<file path="src/rtl/tlc_sensor_conditioner.sv">
//==============================================================================
// Module      : tlc_sensor_conditioner
// Description : Synchronises and debounces the two raw vehicle detectors and
//               emits arrival pulses and saturating per-approach queue counts.
//               Optional macro SENSOR_HOLD_EN latches demand until served.
// Revision    : 1.0 - initial release
//==============================================================================
`default_nettype none

module tlc_sensor_conditioner #(
    parameter int DEB_CYCLES = 4,
    parameter int CNT_W      = 4
) (
    input  logic             clk,
    input  logic             reset,
    input  logic             sensor1_raw,
    input  logic             sensor2_raw,
    input  logic             serve1,
    input  logic             serve2,
    output logic             sensor1,
    output logic             sensor2,
    output logic             arrive1,
    output logic             arrive2,
    output logic [CNT_W-1:0] count1,
    output logic [CNT_W-1:0] count2,
    output logic             overflow
);

    localparam int               c_DEB_W    = (DEB_CYCLES < 2) ? 1 : $clog2(DEB_CYCLES + 1);
    localparam logic [c_DEB_W-1:0] c_DEB_LAST = c_DEB_W'(DEB_CYCLES - 1);
    localparam logic [CNT_W-1:0] c_CNT_MAX  = '1;

    typedef enum logic [1:0] {
        STABLE_LO = 2'd0,
        CHK_HI    = 2'd1,
        STABLE_HI = 2'd2,
        CHK_LO    = 2'd3
    } deb_state_t;

    logic [1:0]       w_raw;
    logic [1:0]       w_serve;
    logic [1:0]       w_sensor;
    logic [1:0]       w_arrive;
    logic [1:0]       w_ovf_set;
    logic [CNT_W-1:0] w_count [2];
    logic             r_overflow;

    assign w_raw   = {sensor2_raw, sensor1_raw};
    assign w_serve = {serve2, serve1};

    generate
        for (genvar gi = 0; gi < 2; gi++) begin : g_ch
            logic             r_s1;
            logic             r_s2;
            deb_state_t       r_state;
            deb_state_t       w_state_nx;
            logic [c_DEB_W-1:0] r_deb_cnt;
            logic [c_DEB_W-1:0] w_deb_cnt_nx;
            logic             w_rise;
            logic             w_stable;
            logic             r_arrive;
            logic [CNT_W-1:0] r_count;

            always_ff @(posedge clk) begin
                if (reset) begin
                    r_s1 <= 1'b0;
                    r_s2 <= 1'b0;
                end else begin
                    r_s1 <= w_raw[gi];
                    r_s2 <= r_s1;
                end
            end

            always_ff @(posedge clk) begin
                if (reset) begin
                    r_state   <= STABLE_LO;
                    r_deb_cnt <= '0;
                    r_arrive  <= 1'b0;
                end else begin
                    r_state   <= w_state_nx;
                    r_deb_cnt <= w_deb_cnt_nx;
                    r_arrive  <= w_rise;
                end
            end

            // Accepted level: still high while a falling edge is being qualified
            assign w_stable = (r_state == STABLE_HI) || (r_state == CHK_LO);

            always_comb begin
                w_state_nx   = r_state;
                w_deb_cnt_nx = r_deb_cnt;
                w_rise       = 1'b0;
                case (r_state)
                    STABLE_LO: begin
                        if (r_s2) begin
                            if (DEB_CYCLES <= 1) begin
                                w_state_nx = STABLE_HI;
                                w_rise     = 1'b1;
                            end else begin
                                w_state_nx   = CHK_HI;
                                w_deb_cnt_nx = c_DEB_W'(1);
                            end
                        end
                    end
                    CHK_HI: begin
                        if (!r_s2) begin
                            w_state_nx   = STABLE_LO;
                            w_deb_cnt_nx = '0;
                        end else if (r_deb_cnt == c_DEB_LAST) begin
                            w_state_nx   = STABLE_HI;
                            w_deb_cnt_nx = '0;
                            w_rise       = 1'b1;
                        end else begin
                            w_deb_cnt_nx = r_deb_cnt + c_DEB_W'(1);
                        end
                    end
                    STABLE_HI: begin
                        if (!r_s2) begin
                            if (DEB_CYCLES <= 1) begin
                                w_state_nx = STABLE_LO;
                            end else begin
                                w_state_nx   = CHK_LO;
                                w_deb_cnt_nx = c_DEB_W'(1);
                            end
                        end
                    end
                    CHK_LO: begin
                        if (r_s2) begin
                            w_state_nx   = STABLE_HI;
                            w_deb_cnt_nx = '0;
                        end else if (r_deb_cnt == c_DEB_LAST) begin
                            w_state_nx   = STABLE_LO;
                            w_deb_cnt_nx = '0;
                        end else begin
                            w_deb_cnt_nx = r_deb_cnt + c_DEB_W'(1);
                        end
                    end
                    default: begin
                        w_state_nx   = STABLE_LO;
                        w_deb_cnt_nx = '0;
                    end
                endcase
            end

            // A serve coinciding with an arrival clears first, then counts it
            always_ff @(posedge clk) begin
                if (reset) begin
                    r_count <= '0;
                end else if (w_serve[gi] && r_arrive) begin
                    r_count <= CNT_W'(1);
                end else if (w_serve[gi]) begin
                    r_count <= '0;
                end else if (r_arrive && (r_count != c_CNT_MAX)) begin
                    r_count <= r_count + CNT_W'(1);
                end
            end

            assign w_ovf_set[gi] = r_arrive && !w_serve[gi] && (r_count == c_CNT_MAX);
            assign w_arrive[gi]  = r_arrive;
            assign w_count[gi]   = r_count;

`ifdef SENSOR_HOLD_EN
            assign w_sensor[gi] = w_stable | (r_count != '0);
`else
            assign w_sensor[gi] = w_stable;
`endif
        end
    endgenerate

    always_ff @(posedge clk) begin
        if (reset) begin
            r_overflow <= 1'b0;
        end else if (|w_ovf_set) begin
            r_overflow <= 1'b1;
        end
    end

    assign sensor1  = w_sensor[0];
    assign sensor2  = w_sensor[1];
    assign arrive1  = w_arrive[0];
    assign arrive2  = w_arrive[1];
    assign count1   = w_count[0];
    assign count2   = w_count[1];
    assign overflow = r_overflow;

endmodule

`default_nettype wire

</file>
<file path="config.mk">
export PLATFORM = sky130hd
export DESIGN_NAME = tlc_sensor_conditioner
export DESIGN_NICKNAME = d
export VERILOG_FILES = /design/src/rtl/tlc_sensor_conditioner.sv
export SDC_FILE = /design/constraint.sdc
export NUM_CORES = 1
export LEC_CHECK = 0
export ABC_CLOCK_PERIOD_IN_PS = 1400
export CORE_MARGIN = 2
export CORE_UTILIZATION = 25
export DETAILED_ROUTE_END_ITERATION = 7
export PLACE_DENSITY = 0.43
export SLEW_MARGIN = 20
export SYNTH_ARGS = -nofsm -noshare
export SYNTH_HDL_FRONTEND = slang
export SYNTH_SLANG_ARGS = --single-unit
export TNS_END_PERCENT = 100
</file>
<file path="constraint.sdc">
create_clock -name clk -period 1.4 [get_ports clk]
set_input_delay 0.42 -clock clk [delete_from_list [all_inputs] [get_ports clk]]
set_output_delay 0.42 -clock clk [all_outputs]
set_load 0.1 [all_outputs]
</file>
# ---- Word level (Yosys, flattened, before mapping)
# Index checks and enable logic that the tools add are counted.
# W data, S select, Z words.
dict set report word_totals {
  word_cells 102
  regBits 25
  output_inout_bits 13
  in_bits 6
}
dict set report classes {
  n_addsub 4
  reduce_logical 25
  n_bitwise 4
  n_eq_ne 20
  n_mux 34
}
# op count
set op_table {}
lappend op_table {{$mux W3} 10}
lappend op_table {{$mux W2} 12}
lappend op_table {{$pmux W3 S4} 2}
lappend op_table {{$pmux W2 S4} 2}
lappend op_table {{$reduce_or A3 Y1} 4}
lappend op_table {{$add A4 B1 Y4 const B} 2}
lappend op_table {{$eq A2 B2 Y1 const B} 4}
lappend op_table {{$eq A4 B4 Y1 const B} 2}
lappend op_table {{$logic_and A1 B1 Y1} 8}
lappend op_table {{$mux W1} 8}
lappend op_table {{$ne A2 B2 Y1 const B} 4}
lappend op_table {{$ne A4 B4 Y1 const B} 2}
lappend op_table {{$reduce_and A4 Y1} 2}
lappend op_table {{$add A3 B1 Y3 const B} 2}
lappend op_table {{$eq A3 B2 Y1 const B} 2}
lappend op_table {{$ne A3 B2 Y1 const B} 2}
lappend op_table {{$ne A3 B3 Y1 const B} 2}
lappend op_table {{$reduce_bool A3 Y1} 2}
lappend op_table {{$eq A2 B1 Y1 const B} 2}
lappend op_table {{$logic_not A2 Y1} 2}
lappend op_table {{$not A1 Y1} 4}
lappend op_table {{$reduce_and A2 Y1} 2}
lappend op_table {{$logic_not A1 Y1} 2}
lappend op_table {{$logic_or A1 B1 Y1} 2}
lappend op_table {{$reduce_or A2 Y1} 1}

# ---- Longest topological paths before layout
dict set report depth {
  ltp_word 5
  ltp_mapped 4
}

# ---- Worst setup path before layout
# OpenSTA, ideal clock, no wires.
dict set report synth_path {
  kind {flip-flop to output port}
  startpoint {register (tool-made name)}
  endpoint {output sensor2}
  slack_ns -0.609
  arrival_ns 1.589
  stages_incl_launch_ff 2
  n_path_buf 1
  required_ns 0.980
  path_cell_list {dfxtp_1 > dlygate4sd3_1}
}
# item line
set synth_rtl {}
lappend synth_rtl {{end, declared} 21} ;# output logic sensor2,

==> metrics.txt <==
status=finished clean; Initial Util=0.256; vias per inst=between 4 and 5; grt total ovfl=0; Synth-to-Final Area Change=42.7%; hold_ws=0.449 ns; pre-CTS setup slack=-0.0872 ns; Post-synth EDFFs=0; post-route DRC violation count=0; FMAX=738 MHz; Placer Congestion=approximately 0.74; Post-Syn Area=roughly 1100 um2; IO buf count=18; xor and xnor area share after synthesis=0.0308; root cell of the clock tree=clkbuf_8; CP max FO=3; Seq/Total Area, Yosys=0.456; Least-Margin Pin Slew=about 0.33 ns; vias in the first global route=808; fraction of layout cells with a size suffix above 1=0.292; largest family of logic cells by synthesized area=simple AND/OR/NAND/NOR gates; Seq pwr share=0.590; GRT Total Usage=0.0891; vias=919; post-DP HPWL=~1600 um; syn_nets=126; initial drt markers=40; crit path capture type=output port; Top FF cell, synth=dfxtp_1; max cap viols=0; Clock Latency Late Sink=0.27 ns; RSZ-0062 raised after global routing=false; Chip Height=70.3 um; Yosys reg bits=25; Critical Path AT=about 0.93 ns; syn avg cell area=9.47 um2; Req. time, crit path=0.98 ns; power per cell area=roughly 780 nW/um2; CTS Buf Count=3; FF/Latch Area=528 um2; Mapped Cells=116; Ant. Diodes=0; NetSw=269 uW; Post-Synth Adder-Cell Area=0.0456; overall die width=around 70 um; kind of critical path=flop to output port; wire length per cell=about 11 um; die area=4940 um2; final design utilization=0.365; min Tclk post-route=between 1 and 1.5 ns; fill cell count=roughly 430; Hold WC Path Type=flop to flop; H-tree Lvls=1; first-pass GRT wire length=3500 um; num rows=24; FFs w/ async S/R, synth=0; startpoint class of the critical path=flop; Ys Warns=0; multi-input logic area=556 um2; final setup violating endpoints=0; Cells after DPL=185; setup_tns=0 ns; synth unique cells=31; setup ws final=0.0457 ns; core area=4290 um2; largest net degree at the start of global routing=25; switching part of the total=0.221; Pint=948 uW; final non-filler cell total=~190; Slew Viols, Final=0; CTS tree=done; nets@finish=148; mux cell area share after synthesis=0.0478; Synth Area in Simple Gates=0.248; post-CTS setup-driven buffer insertion count=0; compound-cell area share of the yosys netlist=0.129; worst vdd ir=0.372 mV; Setup Skew=0.00257 ns; combinational fraction of design power=0.053; Detailed Routing Iterations Pass 1=4; initial antenna violation count=0; final period utilization=0.967; clock sink count=25; Routed Antenna Nets=0; Hold Fails Final Rpt=0; clock slew at reported path FFs=0.09 ns; relative slew slack=0.771; clock share of power=0.357; detailed-route wire length=2100 um; Ports=19; Lkg Pwr=around 0.00059 uW; worst-case clock buffer depth=2; # hold bufs at CTS=0
## power by group through the flow
| stage | sequential (uW) | clock, uW | combinational, uW |
|---|---|---|---|
| 2_1_floorplan | 733 | 0 | 32.0 |
| 3_3_place_gp | 735 | 0 | 64.1 |
| 3_5_place_dp | 735 | 0 | 64.6 |
| 4_1_cts | 719 | 457 | 64.8 |
| 5_1_grt | 720 | 489 | 72.0 |
| 6_report | 718 | 434 | 64.0 |
## what timing repair did
action	CTS	global route
endpoints found under the setup margin	1	2
hold endpoints to repair	0	0
resized for setup	1	2
gates cloned	0	0
## flip-flops by register name, indices dropped and copies added, names as in the netlist, named ones only
signal / cells
count1: 4
overflow: 1
arrive1: 1
g_ch.r_s1: 2
arrive2: 1
g_ch.r_deb_cnt: 6
g_ch.r_s2: 2
count2: 4
g_ch.r_state: 2
## cell usage in the layout (no fill, tap or decap)
cell | Yosys | routed
buf_12 | 0 | 14
dfxtp_1 | 25 | 13
nor2_1 | 10 | 10
nand2_1 | 9 | 9
dfxtp_2 | 0 | 7
o21ai_0 | 6 | 6
inv_1 | 5 | 5
a21oi_1 | 5 | 5
nand2b_1 | 5 | 5
dfxtp_4 | 0 | 5
clkdlybuf4s50_1 | 0 | 5
nand3b_1 | 4 | 4
nand4_1 | 4 | 4
a2111oi_0 | 4 | 4
nor2b_1 | 4 | 4
ha_1 | 4 | 4
a31oi_1 | 3 | 3
mux2i_1 | 3 | 3
clkbuf_8 | 0 | 3
buf_4 | 1 | 3
nor4b_1 | 2 | 2
nor3_1 | 2 | 2
and4_1 | 2 | 2
mux2_2 | 2 | 2
nor3b_2 | 2 | 2
xor2_2 | 1 | 1
and3_1 | 1 | 1
or3b_1 | 1 | 1
a21oi_2 | 1 | 1
a211oi_1 | 2 | 1
xor2_1 | 1 | 1
xnor2_1 | 1 | 1
a221oi_1 | 1 | 1
nand3_1 | 1 | 1
a211oi_2 | 0 | 1
inv_4 | 0 | 1
## critical path: stages (launching register included)
cell	delay, ns
dfxtp_2	0.36
buf_4	0.14
buf_12	0.17
## synthesized netlist by cell type (2+ instances only)
cell type	count	area, um2
mux2_2	2	22.5
ha_1	4	50.1
nor2_1	10	37.5
a211oi_1	2	15.0
nor2b_1	4	25.0
nand2b_1	5	31.3
nor3_1	2	10.0
nand4_1	4	25.0
nand3b_1	4	30.0
a2111oi_0	4	35.0
dfxtp_1	25	500
nor4b_1	2	17.5
clkbuf_1	3	11.3
nand2_1	9	33.8
mux2i_1	3	30.0
a21oi_1	5	25.0
nor3b_2	2	25.0
inv_1	5	18.8
a31oi_1	3	18.8
o21ai_0	6	30.0
and4_1	2	17.5
## path summary, 6_finish.rpt
kind,startpoint,end,slack [ns],cells past startpoint
hold / removal,g_ch[0].r_s1,g_ch[0].r_s2,0.45,1
setup / recovery,flop,sensor2,0.05,2
setup reg to reg,count2[0],count2[1],0.11,4
hold reg to reg,g_ch[0].r_s1,g_ch[0].r_s2,0.45,1
## area by class of cell
type / instances / share of cell area
inverters: 5 / 0.0120
repair buffers: 22 / 0.225
clock inverters: 1 / 0.00399
flip-flops and latches: 25 / 0.337
clock buffers: 3 / 0.0263
multi-input cells: 81 / 0.354
well taps: 52 / 0.0415
## cells by family (layout without fill, tap and decap cells)
| family | after synthesis | after routing |
|---|---|---|
| compound gates | 22 | 22 |
| xor+xnor | 3 | 3 |
| fa+ha+maj | 4 | 4 |
| buf+inv | 10 | 31 |
| flops | 25 | 25 |
| mux | 5 | 5 |
| simple gates | 47 | 47 |
## stage by stage
step	power [uW]	cell area, um2
floorplan	765	1120
global placement	799	1510
detailed placement	800	1510
CTS	1240	1560
global route	1280	1570
finish	1220	1570
## routing by layer
layer,global-route usage,vias up,share of wire
met4,0.0577,0,0.028
met1,0.106,427,0.47
met5,0,-,0
li1,-,461,-
met3,0.0202,4,0.061
met2,0.143,27,0.44
Power figures use the tool's default switching activity.
